## config.mk

```make
export PLATFORM = sky130hd
export DESIGN_NAME = spi_rx
export DESIGN_NICKNAME = d
export VERILOG_FILES = /design/src/rtl/spi_rx.sv
export SDC_FILE = /design/constraint.sdc
export NUM_CORES = 1
export LEC_CHECK = 0
export ABC_CLOCK_PERIOD_IN_PS = 4500
export BUFFER_PORTS_ARGS = -buffer_cell sky130_fd_sc_hd__buf_4
export CORE_ASPECT_RATIO = 0.6
export CORE_UTILIZATION = 40
export CTS_BUF_LIST = sky130_fd_sc_hd__clkbuf_16
export DETAILED_ROUTE_END_ITERATION = 7
export PLACE_DENSITY = 0.63
export REMOVE_ABC_BUFFERS = 1
export SKIP_LAST_GASP = 1
export SLEW_MARGIN = 30
export SYNTH_ARGS = -nofsm -noshare
export SYNTH_HDL_FRONTEND = slang
export SYNTH_SLANG_ARGS = --single-unit
export TNS_END_PERCENT = 100
```

## constraint.sdc

```tcl
create_clock -name clk_i -period 4.5 [get_ports clk_i]
set_input_delay 0.45 -clock clk_i [delete_from_list [all_inputs] [get_ports clk_i]]
set_output_delay 0.45 -clock clk_i [all_outputs]
set_load 0.01 [all_outputs]
```

## src/rtl/spi_rx.sv

```systemverilog
// SPI mode-0 receive path: samples sdi LSB first on each bit_en strobe, assembles
// a word of up to DATA_LEN bits and queues it in a first-word-fall-through FIFO.
module spi_rx #(
  parameter int DLY        = 1,
  parameter int DATA_LEN   = 32,
  parameter int DATA_VLD   = $clog2(DATA_LEN),
  parameter int FIFO_DEPTH = 16
) (
  input  logic                          clk_i,
  input  logic                          rst_n_i,
  input  logic                          rx_req_i,
  input  logic [DATA_VLD-1:0]           rx_len_i,
  output logic                          rx_req_rdy_o,
  input  logic                          bit_en,
  output logic                          clk_en,
  input  logic                          sdi,
  output logic [DATA_LEN-1:0]           rx_data_o,
  output logic                          rx_vld_o,
  input  logic                          rx_rdy_i,
  output logic                          rx_eot,
  output logic [$clog2(FIFO_DEPTH):0]   rx_level_o
);

  localparam int AW = $clog2(FIFO_DEPTH);

  typedef enum logic [2:0] {
    IDLE = 3'b001,
    RECV = 3'b010,
    DONE = 3'b100
  } state_e;

  state_e                state_q, state_d;
  logic [DATA_VLD-1:0]   len_q, len_d;
  logic [DATA_VLD-1:0]   cnt_q, cnt_d;
  logic [DATA_LEN-1:0]   shift_q, shift_d;

  logic [DATA_LEN-1:0]   mem_q [FIFO_DEPTH];
  logic [DATA_LEN-1:0]   mem_d [FIFO_DEPTH];
  logic [AW-1:0]         wptr_q, wptr_d;
  logic [AW-1:0]         rptr_q, rptr_d;
  logic [AW:0]           level_q, level_d;

  logic full, empty, push, pop;

  // Register timing is modelled with zero delay; the parameter stays for interface compatibility.
  logic unused_dly;
  assign unused_dly = (DLY != 0);

  assign full         = (level_q == (AW+1)'(FIFO_DEPTH));
  assign empty        = (level_q == '0);
  assign push         = (state_q == DONE);
  assign pop          = !empty && rx_rdy_i;
  assign rx_req_rdy_o = (state_q == IDLE) && !full;
  assign rx_vld_o     = !empty;
  assign rx_data_o    = mem_q[rptr_q];
  assign rx_level_o   = level_q;

  always_comb begin
    state_d = state_q;
    len_d   = len_q;
    cnt_d   = cnt_q;
    shift_d = shift_q;
    clk_en  = 1'b0;
    rx_eot  = 1'b0;
    case (state_q)
      IDLE: begin
        if (rx_req_i && rx_req_rdy_o) begin
          len_d   = rx_len_i;
          cnt_d   = '0;
          shift_d = '0;
          state_d = RECV;
        end
      end
      RECV: begin
        clk_en = 1'b1;
        if (bit_en) begin
          shift_d[cnt_q] = sdi;
          cnt_d          = cnt_q + 1'b1;
          if (cnt_q == len_q) state_d = DONE;
        end
      end
      DONE: begin
        rx_eot  = 1'b1;
        state_d = IDLE;
      end
      default: state_d = IDLE;
    endcase
  end

  // Acceptance is gated on !full, so a push always finds a free slot.
  always_comb begin
    mem_d   = mem_q;
    wptr_d  = wptr_q;
    rptr_d  = rptr_q;
    level_d = level_q;
    if (push) begin
      mem_d[wptr_q] = shift_q;
      wptr_d        = wptr_q + 1'b1;
    end
    if (pop) rptr_d = rptr_q + 1'b1;
    case ({push, pop})
      2'b10:   level_d = level_q + 1'b1;
      2'b01:   level_d = level_q - 1'b1;
      default: level_d = level_q;
    endcase
  end

  always_ff @(posedge clk_i or negedge rst_n_i) begin
    if (!rst_n_i) begin
      state_q <= IDLE;
      len_q   <= '0;
      cnt_q   <= '0;
      shift_q <= '0;
      mem_q   <= '{default: '0};
      wptr_q  <= '0;
      rptr_q  <= '0;
      level_q <= '0;
    end else begin
      state_q <= state_d;
      len_q   <= len_d;
      cnt_q   <= cnt_d;
      shift_q <= shift_d;
      mem_q   <= mem_d;
      wptr_q  <= wptr_d;
      rptr_q  <= rptr_d;
      level_q <= level_d;
    end
  end

endmodule

```

==> run_results.csv <==
group,metric,value,unit
synth,synth_area,0.0258,mm²
worst_setup_path,r2r_start,"rx_level_o[1]",
worst_setup_path,critPathArrivalTime,3.21,ns
global_route,grt_antenna_before_repair,1,
power,p_int,0.00842,W
finish,diodes,0,
detailed_routing,ant_nets,0,
timing,fin_crit_sh,81.4,%
min_path,min_to,"len_q[1]",
detailed_routing,routed_wl,62400,µm
place,dp.cells,2396,
finish,nFillCells,5460,
detailed_routing,routedWlPerCell,25.0,µm
cts,post-cts-setup-buffers,0,
worst_setup_path,r2r_end,"rx_level_o[4]",
finish,area_delta_synth_final,11.5,%
worst_setup_path,crit_chain,"buf_4 -> mux4_2 -> mux4_2 -> buf_4",
worst_setup_path,cp_max_fo,54,
synth,syn_inst,1609,
cts,clk-insertion-delay-late,0.60,ns
detailed_routing,drc,0,
power,switching_share,28.9,%
power,comb_power_share,15.9,%
worst_setup_path,slowest_delay,1.07,ns
worst_setup_path,required,4.05,ns
synth,synth-seq-area-share,55.3,%
floorplan,rows,71,
synth,ys_warn_count,0,
timing,setup_tns,0,ns
finish,nets,1638,
timing,period_minus_slack,3.66,ns
worst_setup_path,critPathLaunchType,"flop",
global_route,grt_pass1_vias,15200,
synth,avgSynthCellArea,16.0,µm²
finish,post-route-util,45.5,%
cts,cts_resized,0,
timing,tightest_slew,1.01,ns
cts,clockBufferDepth,3,
timing,skew,0.0201,ns
global_route,grt_max_degree,121,
flow_run,cap_violations,0,
status,status,"finished, final reports clean",
synth,yosys_register_bits,570,
power,p_seq_share,48.0,%
worst_setup_path,r2r_setup_slack,1.43,ns
min_path,hold_class,"input pin to flop",
detailed_routing,drt_iter0_markers,1047,
detailed_routing,dr_total_vias,14200,
worst_setup_path,endpoint_kind,"output pin",
worst_setup_path,crit_buf_inv,2,
global_route,grt_overflow,0,
place,place_area,0.0271,mm²
finish,finalInstanceArea,0.0288,mm²
synth,synthFlopType,"dfrtp_1",
place,hpwl,35200,µm
cts,path_clk_slew,0.06,ns
power,vdd_drop_max,307,µV
floorplan,fp.dieH,199,µm
synth,synthArstFlopShare,100,%
floorplan,ios,52,
worst_setup_path,path_class,"flop to output pin",
timing,slew_viol_final,0,
cts,cts_root_buf,"clkbuf_16",
cts,clock_sinks,570,
global_route,grt_pass1_wl,97600,µm
timing,slew_headroom,32.2,%
floorplan,start_util,40.8,%
floorplan,die_w,330,µm
timing,hold_viol,0,
global_route,track_usage,19.9,%
cts,cts_max_level,2,
timing,fmax,0.273,GHz
min_path,whs_path_depth,2,
place,place_congestion,0.735,
cts,numCtsBuffers,52,
power,p_clk_share,36.1,%
detailed_routing,via_per_inst,5.68,
min_path,hp-start,"rx_len_i[1]",
power,power_density,412,mW/mm²
finish,drive_gt1_share,51.4,%
cts,cts_tree,"built",
synth,synth.distinct_cells,47,
timing,rsz0062_at_grt,"false",
worst_setup_path,reg2regPathDepth,9,
timing,setup_violations,0,
floorplan,fp.dieArea,0.0655,mm²
finish,layout.cells.non_filler,2492,
worst_setup_path,crit_path_top_delay_cell,"dfrtp_4",
detailed_routing,drt_first_pass_iters,6,
power,leakage,14.1,nW
floorplan,core,0.0632,mm²
place,port_buffers,51,
power,p_sw,0.00343,W
synth,synth_edf_count,0,
worst_setup_path,critPathTopFamily,"flip-flops",
power by group through the flow:
| stage | sequential (W) | clock, W | combinational [W] |
|---|---|---|---|
| after floorplan | 0.00590 | 0 | 0.000978 |
| after global placement | 0.00586 | 0 | 0.00177 |
| after detailed placement | 0.00580 | 0 | 0.00191 |
| after CTS | 0.00570 | 0.00437 | 0.00191 |
| after global routing | 0.00573 | 0.00461 | 0.00203 |
| final | 0.00569 | 0.00427 | 0.00189 |
synthesized netlist by cell type (2+ instances only):
library cell,count,share of area (%)
xor2_1,11,0.37
clkbuf_1,71,1.0
o21ai_0,6,0.12
nor3_1,2,0.039
a21o_1,2,0.058
and3b_1,4,0.14
ha_1,13,0.63
mux2i_1,31,1.2
mux4_2,160,14
a21oi_1,3,0.058
nor4_1,3,0.073
nor4b_1,2,0.068
nand2b_1,4,0.097
dfrtp_1,569,55
nand2_2,4,0.097
nor3b_1,6,0.17
buf_2,56,1.1
nand2_1,22,0.32
mux2_1,21,0.92
inv_1,7,0.10
nor3b_2,2,0.097
mux2_2,499,22
xnor2_1,8,0.27
nand3_1,31,0.60
nor2_1,35,0.51
buf_1,13,0.19
nand4_1,4,0.097
state kept, by name, indices dropped and copies added (netlist names):
signal,flops
state_q,3
rptr_q,4
shift_q,32
wptr_q,4
rx_level_o,5
mem_q,512
cnt_q,5
len_q,5
how the worst max path moves through the flow:
stage	from	cells after the start	slack (ns)	end
after floorplan	rptr_q[0]	2	-2.11	rx_data_o[0]
after detailed placement	rptr_q[0]	4	1.45	rx_data_o[10]
after global placement	rptr_q[0]	4	1.48	rx_data_o[10]
after CTS	rptr_q[1]	4	0.81	rx_data_o[7]
after global routing	rptr_q[0]	4	0.75	rx_data_o[10]
final	rptr_q[1]	4	0.84	rx_data_o[7]
worst register-to-register path, stage by stage, from the launching register on:
cell      delay [ns]
dfrtp_1         0.48
nor4_1          0.48
a21boi_1        0.27
ha_1            0.39
xor2_1          0.19
ha_1            0.21
a21boi_0        0.23
o32ai_1         0.12
nor4b_1         0.45
xnor2_1         0.18
what timing repair did:
item / CTS / global route
endpoints found under the hold margin: 0 / 57
setup endpoints to repair: 0 / 0
hold buffers: 0 / 1
cell families after synthesis:
kind of cell	Yosys count	share of synthesized area, %
compound gates	18	0.475
simple gates	130	2.65
flops	570	55.3
mux	711	37.9
xor+xnor	19	0.645
buf+inv	148	2.43
fa+ha+maj	13	0.631
per-layer routing:
metal / wire length, µm / track usage, % / vias up / part of all wire [%]
li1: - / - / 5992 / -
met1: 30400 / 29.9 / 7802 / 49
met2: 27900 / 29.8 / 289 / 45
met3: 2980 / 3.86 / 78 / 4.8
met4: 1130 / 4.18 / 0 / 1.8
met5: 0 / 0 / - / 0
layout make-up:
class	instances	area (µm²)	area share [%]
clock inverter	40	258	0.896
timing repair buffer	91	866	3.01
inverter	8	30.0	0.104
clock buffer	53	1330	4.61
tap	839	1050	3.65
multi-input combinational	891	11000	38.1
sequential	570	14300	49.6
per-stage QoR:
| step | power, W | worst slack [ns] | hold WS, ns |
|---|---|---|---|
| global placement | 0.00763 | 1.48 | 0.468 |
| floorplan | 0.00688 | -2.11 | 0.154 |
| global route | 0.0124 | 0.750 | 0.0958 |
| detailed placement | 0.00770 | 1.45 | 0.478 |
| finish | 0.0119 | 0.838 | 0.107 |
| CTS | 0.0120 | 0.814 | 0.0144 |
cells in the final DEF (no fill, tap or decap), types with 3 or more instances in the layout:
master,Yosys,final
mux2_1,21,21
buf_12,0,9
and3b_1,4,4
mux2i_1,31,31
mux4_2,160,160
dfrtp_4,0,4
nand4_1,4,4
nand2_1,22,10
nand2_2,4,16
inv_1,7,17
nand2b_1,4,4
ha_1,13,13
dfrtp_1,569,565
clkinv_2,0,11
bufinv_16,0,3
xnor2_1,8,8
nand3_1,31,31
a21oi_1,3,3
buf_4,0,77
nor3b_1,6,6
buf_16,0,3
mux2_2,499,499
o21ai_0,6,6
clkbuf_16,0,53
xor2_1,11,11
nor2_1,35,35
clkinv_1,0,13
nor4_1,3,3
Note: power is estimated with default switching activity, not from simulation.
